File: config.mk
export PLATFORM = sky130hd
export DESIGN_NAME = muldiv_sequencer
export DESIGN_NICKNAME = d
export VERILOG_FILES = /design/src/rtl/muldiv_sequencer.sv
export SDC_FILE = /design/constraint.sdc
export NUM_CORES = 1
export LEC_CHECK = 0
export CAP_MARGIN = 20
export CORE_MARGIN = 2
export CORE_UTILIZATION = 50
export CTS_CLUSTER_DIAMETER = 120
export DETAILED_ROUTE_END_ITERATION = 7
export DONT_BUFFER_PORTS = 1
export GPL_TIMING_DRIVEN = 1
export PLACE_DENSITY = 0.68
export SLEW_MARGIN = 0
export SYNTH_ARGS = -nofsm -noshare
export SYNTH_HDL_FRONTEND = slang
export SYNTH_SLANG_ARGS = --single-unit
File: constraint.sdc
create_clock -name Clk -period 17 [get_ports Clk]
set_input_delay 3.4 -clock Clk [delete_from_list [all_inputs] [get_ports Clk]]
set_output_delay 3.4 -clock Clk [all_outputs]
set_load 0.005 [all_outputs]
File: src/rtl/muldiv_sequencer.sv
// Iterative multiply/divide unit that owns the architectural HI/LO registers.
// Uses shift-add multiply and restoring divide, one iteration per clock, then a
// fix-up cycle that applies signs and the MADD/MSUB accumulate before writing
// HI/LO. Busy stalls the pipeline while an operation is in flight.
module muldiv_sequencer #(
  parameter int unsigned WIDTH = 32
) (
  input  logic             Clk,
  input  logic             Reset,
  input  logic             Start,
  input  logic [2:0]       Op,
  input  logic [WIDTH-1:0] A,
  input  logic [WIDTH-1:0] B,
  output logic [WIDTH-1:0] HI,
  output logic [WIDTH-1:0] LO,
  output logic             Busy,
  output logic             Done,
  output logic             DivByZero
);

  localparam int unsigned CW = $clog2(WIDTH);

  localparam logic [2:0] OpMult  = 3'b000;
  localparam logic [2:0] OpMultu = 3'b001;
  localparam logic [2:0] OpMadd  = 3'b010;
  localparam logic [2:0] OpMsub  = 3'b011;
  localparam logic [2:0] OpDiv   = 3'b100;
  localparam logic [2:0] OpDivu  = 3'b101;
  localparam logic [2:0] OpMthi  = 3'b110;
  localparam logic [2:0] OpMtlo  = 3'b111;

  typedef enum logic [1:0] {StIdle, StMul, StDiv, StFix} state_t;

  state_t             state_q;
  logic [2:0]         op_q;
  logic [CW-1:0]      cnt_q;
  logic [WIDTH-1:0]   opa_q;      // multiplicand magnitude
  logic [WIDTH-1:0]   opb_q;      // divisor magnitude
  // Multiply: {partial product, remaining multiplier}. Divide: {remainder, quotient}.
  logic [2*WIDTH-1:0] acc_q;
  logic [2*WIDTH-1:0] base_q;     // {HI,LO} snapshot for MADD/MSUB
  logic               neg_q;      // product / quotient must be negated
  logic               rneg_q;     // remainder must be negated (dividend was negative)

  logic               signed_op;
  logic [WIDTH-1:0]   abs_a;
  logic [WIDTH-1:0]   abs_b;
  logic [WIDTH:0]     mul_sum;
  logic [WIDTH:0]     div_shift;
  logic [WIDTH:0]     div_diff;
  logic [2*WIDTH-1:0] prod;
  logic [2*WIDTH-1:0] mul_res;
  logic [WIDTH-1:0]   quo;
  logic [WIDTH-1:0]   rem;
  logic               is_div_q;

  assign Busy     = (state_q != StIdle);
  assign is_div_q = (op_q == OpDiv) || (op_q == OpDivu);

  // Operand magnitudes, one iteration step of each algorithm, and fix-up results.
  always_comb begin
    signed_op = (Op == OpMult) || (Op == OpMadd) || (Op == OpMsub) || (Op == OpDiv);
    abs_a     = (signed_op && A[WIDTH-1]) ? -A : A;
    abs_b     = (signed_op && B[WIDTH-1]) ? -B : B;

    mul_sum   = {1'b0, acc_q[2*WIDTH-1:WIDTH]} + (acc_q[0] ? {1'b0, opa_q} : '0);

    div_shift = {acc_q[2*WIDTH-1:WIDTH], acc_q[WIDTH-1]};
    div_diff  = div_shift - {1'b0, opb_q};

    prod      = neg_q ? -acc_q : acc_q;
    unique case (op_q)
      OpMadd:  mul_res = base_q + prod;
      OpMsub:  mul_res = base_q - prod;
      default: mul_res = prod;
    endcase

    quo = neg_q  ? -acc_q[WIDTH-1:0]       : acc_q[WIDTH-1:0];
    rem = rneg_q ? -acc_q[2*WIDTH-1:WIDTH] : acc_q[2*WIDTH-1:WIDTH];
  end

  // Sequencer FSM with registered HI/LO, Done and DivByZero.
  always_ff @(posedge Clk or negedge Reset) begin
    if (!Reset) begin
      state_q   <= StIdle;
      op_q      <= '0;
      cnt_q     <= '0;
      opa_q     <= '0;
      opb_q     <= '0;
      acc_q     <= '0;
      base_q    <= '0;
      neg_q     <= 1'b0;
      rneg_q    <= 1'b0;
      HI        <= '0;
      LO        <= '0;
      Done      <= 1'b0;
      DivByZero <= 1'b0;
    end else begin
      Done <= 1'b0;
      unique case (state_q)
        StIdle: begin
          if (Start) begin
            DivByZero <= 1'b0;
            op_q      <= Op;
            cnt_q     <= '0;
            base_q    <= {HI, LO};
            neg_q     <= signed_op && (A[WIDTH-1] ^ B[WIDTH-1]);
            rneg_q    <= signed_op && A[WIDTH-1];
            case (Op)
              OpMthi: begin
                HI   <= A;
                Done <= 1'b1;
              end
              OpMtlo: begin
                LO   <= A;
                Done <= 1'b1;
              end
              OpDiv, OpDivu: begin
                if (B == '0) begin
                  // No iteration; flag completes immediately with HI/LO untouched.
                  DivByZero <= 1'b1;
                  Done      <= 1'b1;
                end else begin
                  acc_q   <= {{WIDTH{1'b0}}, abs_a};
                  opb_q   <= abs_b;
                  state_q <= StDiv;
                end
              end
              default: begin
                acc_q   <= {{WIDTH{1'b0}}, abs_b};
                opa_q   <= abs_a;
                state_q <= StMul;
              end
            endcase
          end
        end
        StMul: begin
          acc_q <= {mul_sum, acc_q[WIDTH-1:1]};
          cnt_q <= cnt_q + CW'(1);
          if (cnt_q == CW'(WIDTH - 1)) state_q <= StFix;
        end
        StDiv: begin
          // Restoring step: keep the trial subtraction only if it did not borrow.
          if (!div_diff[WIDTH]) begin
            acc_q <= {div_diff[WIDTH-1:0], acc_q[WIDTH-2:0], 1'b1};
          end else begin
            acc_q <= {div_shift[WIDTH-1:0], acc_q[WIDTH-2:0], 1'b0};
          end
          cnt_q <= cnt_q + CW'(1);
          if (cnt_q == CW'(WIDTH - 1)) state_q <= StFix;
        end
        StFix: begin
          if (is_div_q) begin
            LO <= quo;
            HI <= rem;
          end else begin
            {HI, LO} <= mul_res;
          end
          Done    <= 1'b1;
          state_q <= StIdle;
        end
        default: state_q <= StIdle;
      endcase
    end
  end

endmodule

==> qor.txt <==
commonest non-fill, non-tap cells in the layout = 405 x nand2_1, 268 x dfrtp_1, 264 x a21oi_1, 258 x o21ai_0, 228 x nor2_1
post-synth cell types = 99
# H-tree levels = 2
CP delay by family, top = simple AND/OR/NAND/NOR gates
CP startpoint = acc_q[1]
routability congestion estimate = 0.981
Critical Path, Cell by Cell = inv_1 > ha_1 > nor2b_1 > nand4_1 > or2_2 > a21o_1 > a41oi_1 > nand4bb_1 > inv_1 > and2_1 > a21oi_1 > xor2_1 > ha_1 > and2_1 > a21boi_0 > o21a_1 > a2111o_1 > nor3_1 > o211ai_1 > a31oi_1 > xnor2_1 > a211oi_1 > a21oi_1 > a221o_1
Mapped Nets = 3445
Placed Cells = 3709
cell row count = 83
element type at the critical path start = flip-flop
gr ovfl total = 0
CTS Root Cell = clkbuf_16
CP arrival = 7670 ps
layout cells sized above 1 = 0.0817
#FFs+latches synth = 270
number of global-route vias before repair = 23500
Synth Area in Simple Gates = 0.193
Total Wirelength = 96.3 mm
via count = 24800
Finish-stage setup viols = 0
first-pass GRT wire length = 147 mm
Chip Width = 231 um
synth warn = 0
Layout Utilization = 0.534
critical path peak fanout = 13
top_reg_cell synth = dfrtp_1
peak per-stage delay on the critical path = 700 ps
Async S/R FF share, synth = 1.00
remaining antenna violation count = 0
clk slew on worst S/H paths = 60 ps
CTS tree = built
Slew headroom = 0.311
r2r startpoint = acc_q[1]
Clock Path Buffers = 3
Compound-Gate Fraction of Synth Area = 0.267
Cells after Synth = 3234
Synth Area in Adders = 0.0696
fmax = 139 MHz
Top Ports = 137
core outline area = 51000 um2
most common cell after layout, fill and taps aside = nand2_1
Initial Util = 0.503
status = finished, final reports clean
Tot GR Track Use = 0.358
Port Buffer Count = 0
CTS resizes = 0
fillers = 4883
residual DRC count = 0
fin area = 27200 um2
Setup Buffers After CTS = 0
Max Cap Viol = 0
skew final = 12.1 ps
die area = 53100 um2
critical path data required time = 17450 ps
Mean Syn Cell Area = 7.93 um2
chip height = 231 um
master of the slowest instance on the critical path = nand4_1
placed cell area = 25900 um2
minimum clock period = 7220 ps
final net count = 3281
clock sink count = 270
hpwl dp = 73.7 mm
Pre-Repair DR Iteration Count = 6
post-synthesis mux area share = 0.0429
largest net degree at the start of global routing = 271
Hold Path Class = flip-flop to flip-flop
crit path buf inv count = 2
setup TNS = 0 ps
final cell count without fillers = 3776
clk_lat worst skew = 570 ps
fin crit share = 0.425
Max Slew Vio Count = 0
Worst Tran Pin Value = 1030 ps
Num CTS Buffers = 37
wire per inst = 25.5 um
hold_buf cts = 0
post-synthesis xor/xnor area fraction = 0.112
RSZ-0062 raised after global routing = no
hold path start = opa_q[22]
vias per inst = 6.57
largest family of logic cells by synthesized area = compound AO/OA/AOI/OAI gates
final hold viol count = 0
area of the mapped netlist = 25700 um2
EDFF count, synth = 0
synthesis-to-layout area growth = 6.05%
sequential fraction of the synthesis area = 0.263
CP endpoint kind = flip-flop
antenna violations before repair = 1
crit path kind = flip-flop to flip-flop
Iter 0 DRT Violations = 2680
[layout make-up]
type | count | area, um2 | share of cell area
timing repair buffer | 29 | 254 | 0.00934
tap | 680 | 851 | 0.0313
inverter | 101 | 379 | 0.0139
clock inverter | 18 | 289 | 0.0106
sequential | 270 | 6760 | 0.248
antenna | 1 | 2.50 | 0.0000920
multi-input combinational | 2631 | 17700 | 0.649
clock buffer | 46 | 1020 | 0.0375
[Yosys cell counts (69+ instances only)]
| library cell | number | share of area |
|---|---|---|
| a21o_1 | 77 | 0.023 |
| a21oi_1 | 265 | 0.052 |
| clkbuf_1 | 192 | 0.028 |
| dfrtp_1 | 270 | 0.26 |
| ha_1 | 138 | 0.067 |
| inv_1 | 99 | 0.014 |
| mux2_2 | 71 | 0.031 |
| nand2_1 | 405 | 0.059 |
| nor2_1 | 229 | 0.034 |
| o21ai_0 | 258 | 0.050 |
| o31ai_1 | 69 | 0.020 |
| xnor2_1 | 178 | 0.061 |
| xor2_1 | 143 | 0.049 |
[cell families (layout without fill, tap and decap cells)]
kind of cell,count (synthesis),after routing
fa+ha+maj,141,141
compound gates,1046,1046
xor+xnor,325,325
other cells,0,1
simple gates,1018,1018
flops,270,270
buf+inv,333,194
mux,101,101
[worst min-delay path: cells and delay by family (launching register included)]
family	cells	cell delay (ps)
compound gates	1	60
flops	1	330
simple gates	1	40
[routing by layer]
layer / share of wire / vias up / GRT usage
met4: 0.048 / 2 / 0.158
met1: 0.44 / 12100 / 0.511
met5: 0.00014 / - / 0
met2: 0.42 / 1125 / 0.532
li1: - / 11400 / -
met3: 0.087 / 192 / 0.0589
[final timing paths]
check,endpoint,slack (ps),cells past startpoint
max,HI[25],9780,24
min,opa_q[22],480,2
max reg2reg,HI[25],9780,24
min reg2reg,opa_q[22],480,2
max in group asynchronous,HI[25],14040,0
min in group asynchronous,opb_q[2],2540,0
[through the flow]
step	setup slack [ps]	hold slack (ps)
floorplan	10970	442
global placement	9810	462
detailed placement	9630	469
CTS	9830	481
global route	9280	504
finish	9780	478
[sequential cells by signal, indices dropped and copies added (netlist names)]
signal,flops
op_q,3
DivByZero,1
acc_q,64
neg_q,1
Done,1
base_q,64
LO,32
opb_q,32
opa_q,32
rneg_q,1
HI,32
cnt_q,5
state_q,2
Power is left out: the tool's default activity adds up to more than one toggle a clock period on the data nets, which glitch-free logic cannot reach.
